[src/rtl/psram_burst_drainer_if.sv]
// Bundles the FIFO read side and the PSRAM write handshake of the burst drainer.
// The master modport is the drainer; the slave modport is its environment.
interface psram_burst_drainer_if #(
    parameter int unsigned DATA_WIDTH = 16,
    parameter int unsigned BURST_LEN  = 4,
    parameter int unsigned ADDR_WIDTH = 21
);
    logic                            fifo_rd_en;
    logic [DATA_WIDTH-1:0]           fifo_data;
    logic                            fifo_empty;
    logic                            fifo_half;
    logic                            wr_valid;
    logic                            wr_ready;
    logic [DATA_WIDTH*BURST_LEN-1:0] wr_data;
    logic [ADDR_WIDTH-1:0]           wr_addr;

    modport master (
        output fifo_rd_en,
        input  fifo_data,
        input  fifo_empty,
        input  fifo_half,
        output wr_valid,
        input  wr_ready,
        output wr_data,
        output wr_addr
    );

    modport slave (
        input  fifo_rd_en,
        output fifo_data,
        output fifo_empty,
        output fifo_half,
        input  wr_valid,
        output wr_ready,
        input  wr_data,
        input  wr_addr
    );
endinterface

[src/rtl/psram_burst_drainer.sv]
// Drains 16-bit samples from the ADC FIFO, packs BURST_LEN of them into one word and hands each
// word with a linear byte address to the PSRAM write controller. A flush drains the FIFO tail one
// sample at a time, zero-pads the last partial word, writes it and then raises a sticky done.
module psram_burst_drainer #(
    parameter int unsigned DATA_WIDTH = 16,
    parameter int unsigned BURST_LEN  = 4,
    parameter int unsigned ADDR_WIDTH = 21,
    parameter int unsigned ADDR_LIMIT = 2 ** 21,
    parameter bit          WRAP       = 1'b0
) (
    input  logic                  clk,
    input  logic                  reset,
    input  logic                  enable,
    input  logic                  flush,
    psram_burst_drainer_if.master bus,
    output logic                  done,
    output logic [7:0]            wrap_cnt
);

    localparam int unsigned STEP   = BURST_LEN * DATA_WIDTH / 8;
    localparam int unsigned LANE_W = $clog2(BURST_LEN + 1);
    localparam int unsigned CNT_W  = (LANE_W < 2) ? 2 : LANE_W;

    typedef enum logic [2:0] {StIdle, StBurst, StCapt, StSingle, StWrite} state_e;

    state_e                                 state_q, state_d;
    logic [LANE_W-1:0]                      lane_q, lane_d;
    logic [CNT_W-1:0]                       cnt_q, cnt_d;
    logic [BURST_LEN-1:0][DATA_WIDTH-1:0]   pack_q, pack_d;
    logic [ADDR_WIDTH-1:0]                  addr_q, addr_d;
    logic                                   done_q, done_d;
    logic [7:0]                             wrap_cnt_q, wrap_cnt_d;
    logic                                   flush_pending_q, flush_pending_d;
    logic                                   rd_q, rd_d;
    logic                                   rd_en;
    logic                                   wr_valid;
    logic [31:0]                            addr_sum;

    // Next-state, capture path and Moore outputs; nothing here looks at wr_ready except next-state.
    always_comb begin
        state_d         = state_q;
        lane_d          = lane_q;
        cnt_d           = cnt_q;
        pack_d          = pack_q;
        addr_d          = addr_q;
        done_d          = done_q;
        wrap_cnt_d      = wrap_cnt_q;
        flush_pending_d = flush_pending_q | flush;
        rd_en           = 1'b0;
        wr_valid        = 1'b0;
        addr_sum        = 32'(addr_q) + 32'(STEP);

        // FIFO data is valid the cycle after a strobe, whatever state we are in by then.
        if (rd_q) begin
            for (int unsigned i = 0; i < BURST_LEN; i++) begin
                if (lane_q == LANE_W'(i)) begin
                    pack_d[i] = bus.fifo_data;
                end
            end
            if (lane_q < LANE_W'(BURST_LEN)) begin
                lane_d = lane_q + 1'b1;
            end
        end

        unique case (state_q)
            StIdle: begin
                cnt_d = '0;
                if (done_q) begin
                    state_d = StIdle;
                end else if (enable && bus.fifo_half) begin
                    state_d = StBurst;
                end else if (flush_pending_q && !bus.fifo_empty) begin
                    state_d = StSingle;
                end else if (flush_pending_q && (lane_q != '0)) begin
                    // Unfilled lanes are already zero since the pack register clears on write.
                    state_d = StWrite;
                end else if (flush_pending_q) begin
                    done_d = 1'b1;
                end
            end
            StBurst: begin
                rd_en = 1'b1;
                cnt_d = cnt_q + 1'b1;
                if (cnt_q == CNT_W'(BURST_LEN - 1)) begin
                    state_d = StCapt;
                end
            end
            StCapt: begin
                state_d = StWrite;
            end
            StSingle: begin
                // Phase 0 strobes, phase 1 captures, phase 2 lets the registered empty flag settle.
                rd_en = (cnt_q == '0);
                cnt_d = cnt_q + 1'b1;
                if (cnt_q == CNT_W'(2)) begin
                    cnt_d   = '0;
                    state_d = (lane_q == LANE_W'(BURST_LEN)) ? StWrite : StIdle;
                end
            end
            StWrite: begin
                wr_valid = 1'b1;
                if (bus.wr_ready) begin
                    lane_d  = '0;
                    pack_d  = '0;
                    state_d = StIdle;
                    if (addr_sum >= ADDR_LIMIT) begin
                        if (WRAP) begin
                            addr_d = '0;
                            if (wrap_cnt_q != 8'hFF) begin
                                wrap_cnt_d = wrap_cnt_q + 8'd1;
                            end
                        end else begin
                            addr_d = ADDR_WIDTH'(addr_sum);
                            done_d = 1'b1;
                        end
                    end else begin
                        addr_d = ADDR_WIDTH'(addr_sum);
                    end
                end
            end
            default: begin
                state_d = StIdle;
            end
        endcase

        rd_d = rd_en;
    end

    // State and datapath registers; reset overrides any in-flight read or pending write.
    always_ff @(posedge clk) begin
        if (reset) begin
            state_q         <= StIdle;
            lane_q          <= '0;
            cnt_q           <= '0;
            pack_q          <= '0;
            addr_q          <= '0;
            done_q          <= 1'b0;
            wrap_cnt_q      <= 8'd0;
            flush_pending_q <= 1'b0;
            rd_q            <= 1'b0;
        end else begin
            state_q         <= state_d;
            lane_q          <= lane_d;
            cnt_q           <= cnt_d;
            pack_q          <= pack_d;
            addr_q          <= addr_d;
            done_q          <= done_d;
            wrap_cnt_q      <= wrap_cnt_d;
            flush_pending_q <= flush_pending_d;
            rd_q            <= rd_d;
        end
    end

    assign bus.fifo_rd_en = rd_en;
    assign bus.wr_valid   = wr_valid;
    assign bus.wr_data    = pack_q;
    assign bus.wr_addr    = addr_q;
    assign done           = done_q;
    assign wrap_cnt       = wrap_cnt_q;

endmodule

[src/flat_wrapper.sv]
// flat-port wrapper written by rule: the top's interface ports become plain ports
module psram_burst_drainer_flat 
#(
    parameter int unsigned DATA_WIDTH = 16,
    parameter int unsigned BURST_LEN  = 4,
    parameter int unsigned ADDR_WIDTH = 21,
    parameter int unsigned ADDR_LIMIT = 2 ** 21,
    parameter bit          WRAP       = 1'b0
)
  (clk, reset, enable, flush, done, wrap_cnt, bus_fifo_rd_en, bus_fifo_data, bus_fifo_empty, bus_fifo_half, bus_wr_valid, bus_wr_ready, bus_wr_data, bus_wr_addr);
  psram_burst_drainer_if #(.DATA_WIDTH(DATA_WIDTH), .BURST_LEN(BURST_LEN), .ADDR_WIDTH(ADDR_WIDTH)) bus_i ();
  input  logic clk;
  input  logic reset;
  input  logic enable;
  input  logic flush;
  output logic done;
  output logic [7:0] wrap_cnt;
  output wire logic [$bits(bus_i.fifo_rd_en)-1:0] bus_fifo_rd_en;
  input wire logic [$bits(bus_i.fifo_data)-1:0] bus_fifo_data;
  input wire logic [$bits(bus_i.fifo_empty)-1:0] bus_fifo_empty;
  input wire logic [$bits(bus_i.fifo_half)-1:0] bus_fifo_half;
  output wire logic [$bits(bus_i.wr_valid)-1:0] bus_wr_valid;
  input wire logic [$bits(bus_i.wr_ready)-1:0] bus_wr_ready;
  output wire logic [$bits(bus_i.wr_data)-1:0] bus_wr_data;
  output wire logic [$bits(bus_i.wr_addr)-1:0] bus_wr_addr;
  assign bus_fifo_rd_en = bus_i.fifo_rd_en;
  assign bus_i.fifo_data = bus_fifo_data;
  assign bus_i.fifo_empty = bus_fifo_empty;
  assign bus_i.fifo_half = bus_fifo_half;
  assign bus_wr_valid = bus_i.wr_valid;
  assign bus_i.wr_ready = bus_wr_ready;
  assign bus_wr_data = bus_i.wr_data;
  assign bus_wr_addr = bus_i.wr_addr;
  psram_burst_drainer #(.DATA_WIDTH(DATA_WIDTH), .BURST_LEN(BURST_LEN), .ADDR_WIDTH(ADDR_WIDTH), .ADDR_LIMIT(ADDR_LIMIT), .WRAP(WRAP)) u_core (.clk(clk), .reset(reset), .enable(enable), .flush(flush), .bus(bus_i), .done(done), .wrap_cnt(wrap_cnt));
endmodule
[config.mk]
export PLATFORM = sky130hd
export DESIGN_NAME = psram_burst_drainer_flat
export DESIGN_NICKNAME = d
export VERILOG_FILES = /design/src/rtl/psram_burst_drainer_if.sv /design/src/rtl/psram_burst_drainer.sv /design/src/flat_wrapper.sv
export SDC_FILE = /design/constraint.sdc
export NUM_CORES = 1
export LEC_CHECK = 0
export ABC_AREA = 1
export CORE_MARGIN = 3
export CORE_UTILIZATION = 30
export CTS_CLUSTER_DIAMETER = 30
export DETAILED_ROUTE_END_ITERATION = 8
export PLACE_DENSITY = 0.65
export RECOVER_POWER = 25
export SYNTH_ARGS = -nofsm -noshare
export SYNTH_HDL_FRONTEND = slang
export SYNTH_SLANG_ARGS = --single-unit
[constraint.sdc]
create_clock -name clk -period 1.4 [get_ports clk]
set_clock_uncertainty 0.15 [all_clocks]
set_input_delay 0.35 -clock clk [delete_from_list [all_inputs] [get_ports clk]]
set_output_delay 0.35 -clock clk [all_outputs]
set_load 0.03 [all_outputs]
==> results.py <==
metrics = {
    "synth": {
        "syn-instance-count": 543,
        "post_synth.cell_area_avg_sq_um": 7.50,
        "yosysWarnings": 0,
        "yosysSeqAreaShare": 0.462,
        "ys_ff_latch": 94,
        "synth_cell_types": 28,
        "syn_area_sq_um": 4070,
    },
    "floorplanning": {
        "die_x_um": 122,
        "die_h_um": 122,
        "pin_count": 119,
        "row_count": 41,
        "core_sq_um": 12900,
        "die_area_sq_um": 15000,
        "start_util": 0.315,
    },
    "clock_tree": {
        "cts-root-buf": "clkbuf_16",
        "clk_latency_ps": 340,
        "cts.sink_count": 94,
        "postCtsHoldBufs": 0,
        "cts_buffers": 9,
        "cts_tree": "done",
        "clkTransAtPathRegs_ps": 70,
        "cts_buffer_depth": 2,
        "htree_levels": 3,
    },
    "timing": {
        "worst_slack_ps": -346,
        "finalMaxSlewViolations": 0,
        "grt_setup_unrepaired": "yes",
        "setup_viol": 99,
        "period_minus_slack_ps": 1750,
        "holdWs_ps": 319,
        "hold_viol_final": 0,
        "fmax_mhz": 573,
        "min_period_over_period": 1.25,
    },
    "power_and_ir_drop": {
        "power.density_nw_per_um2": 1200,
        "power.total_mw": 8.33,
        "p_leak_nw": 2.67,
        "ir_drop_uv": 673,
    },
    "routing": {
        "vias_per_cell": 5.08,
        "drt_iter0_drc": 288,
        "first_pass_iters": 4,
        "vias": 4519,
        "avgRoutedWirePerCell_um": 15.7,
        "totalWireLength_mm": 13.9,
        "drc": 0,
        "antenna_left": 0,
    },
    "critical_path": {
        "critPathArrivalTime_ps": 1250,
        "crit_path_start_kind": "flop",
        "worstPathRequired_ps": 900,
        "end_kind": "output pin",
        "critPathMaxFanout": 2,
        "crit_type": "reg -> out",
    },
    "final_layout": {
        "diodes": 0,
        "drive_gt1_frac": 0.485,
        "nets": 744,
        "synthToLayoutAreaGrowth_pct": 71.0,
    },
    "placement": {
        "io_buffers": 107,
        "hpwlAfterDp_mm": 8.59,
        "gp_congestion": 0.865,
    },
    "grt": {
        "antenna_found_initial": 0,
        "grtUsageTotal": 0.176,
        "grt_pass1_vias": 4330,
        "grt_start_max_net_pins": 32,
        "grt_pass1_wl_mm": 21.2,
        "grt_overflow": 0,
    },
    "hold_path": {
        "hp-class": "reg -> reg",
    },
    "job": {
        "maxCapViolations": 0,
    },
    "status": {
        "violations": "setup timing",
        "status": "finished, violations left",
    },
}
[worst paths after layout]
kind                               from                    end  slack, ps  cells after the start
setup / recovery        u_core.cnt_q[0]         bus_fifo_rd_en       -350                      5
hold reg to reg   u_core.bus.wr_data[9]  u_core.bus.wr_data[9]        320                      2
setup reg to reg        u_core.cnt_q[0]      u_core.state_q[1]       -280                     12
hold / removal    u_core.bus.wr_data[9]  u_core.bus.wr_data[9]        320                      2
[kinds of logic after synthesis]
| family | synth area share |
|---|---|
| XOR/XNOR | 0.00430 |
| AO/OA/AOI/OAI | 0.123 |
| other | 0.000921 |
| AND/OR/NAND/NOR | 0.287 |
| adder cells (fa/ha/maj) | 0.0277 |
| flip-flops | 0.462 |
| buffers and inverters | 0.0950 |
[flip-flops by register name, summed over array words and instances (netlist names)]
| signal | count |
|---|---|
| u_core.bus.wr_addr | 18 |
| u_core.bus.wr_data | 64 |
| u_core.cnt_q | 3 |
| u_core.done | 1 |
| u_core.flush_pending_q | 1 |
| u_core.lane_q | 3 |
| u_core.rd_q | 1 |
| u_core.state_q | 3 |
[Yosys cell counts (all sizes together)]
cell type	instances	area share
nor3	6	0.0074
nor2	38	0.041
nor3b	1	0.0018
a31oi	1	0.0015
conb	1	0.00092
ha	9	0.028
nand4	19	0.029
o211ai	1	0.0018
o21ai	11	0.014
nand3	65	0.086
inv	42	0.039
a211oi	2	0.0037
clkbuf	11	0.010
dfxtp	94	0.46
and2	1	0.0015
xnor2	1	0.0022
nand3b	1	0.0018
nand2	126	0.12
o21bai	1	0.0018
buf	30	0.046
xor2	1	0.0022
a21oi	80	0.098
o2111ai	1	0.0022
[cells in the final DEF (no fill, tap or decap), types with 11 or more instances in the layout]
| cell | instances |
|---|---|
| clkdlybuf4s50_1 | 22 |
| buf_6 | 40 |
| inv_1 | 30 |
| buf_12 | 11 |
| buf_4 | 97 |
| dfxtp_2 | 22 |
| conb_1 | 11 |
| nand2_1 | 113 |
| dfxtp_1 | 64 |
| nor2_1 | 27 |
| nor2_4 | 11 |
| a21oi_2 | 71 |
| nand4_1 | 19 |
| nand3_1 | 56 |
[worst max-delay path, stage by stage (launching register included)]
cell     delay (ps)
dfxtp_2         330
inv_2            70
ha_4            130
nand2_4          50
a21oi_4         170
buf_6           160
[repair_timing]
| action | CTS | global route |
|---|---|---|
| gates resized for setup | 128 | 98 |
| endpoints found under the hold margin | 0 | 0 |
| setup endpoints to repair | 99 | 119 |
| pin swaps | 20 | 22 |
| buffers inserted | 22 | 10 |
| gates cloned | 8 | 3 |
[stage by stage]
stage	instances	util	setup slack (ps)	cell area, sq um	setup TNS [ps]
2_1_floorplan	553	-	-35.6	4200	-148
3_3_place_gp	836	0.425	-419	5500	-29190
3_5_place_dp	836	0.425	-454	5500	-31690
4_1_cts	882	0.513	-367	6630	-11590
5_1_grt	889	0.539	-391	6960	-13770
6_report	889	0.539	-346	6960	-9390
[layer usage]
layer,share of wire,global-route usage
met4,0.022,0.0595
met5,0,0
met1,0.41,0.215
met2,0.50,0.307
met3,0.065,0.0378
[power by group]
group	switching (mW)	leakage, nW	total, mW	internal (mW)
Sequential	0.113	0.776	2.92	2.80
Combinational	1.63	1.76	3.03	1.40
Clock	1.14	0.140	2.38	1.24
Total	2.89	2.67	8.33	5.44
[cell type report]
cell class / count / area (sq um)
flip-flops and latches: 94 / 1940
clock inverters: 7 / 61.3
inverters: 42 / 168
clock buffers: 9 / 225
well taps: 172 / 215
repair buffers: 188 / 1930
fillers: 1177 / 5970
multi-input cells: 377 / 2430
Note: power is estimated with default switching activity, not from simulation.
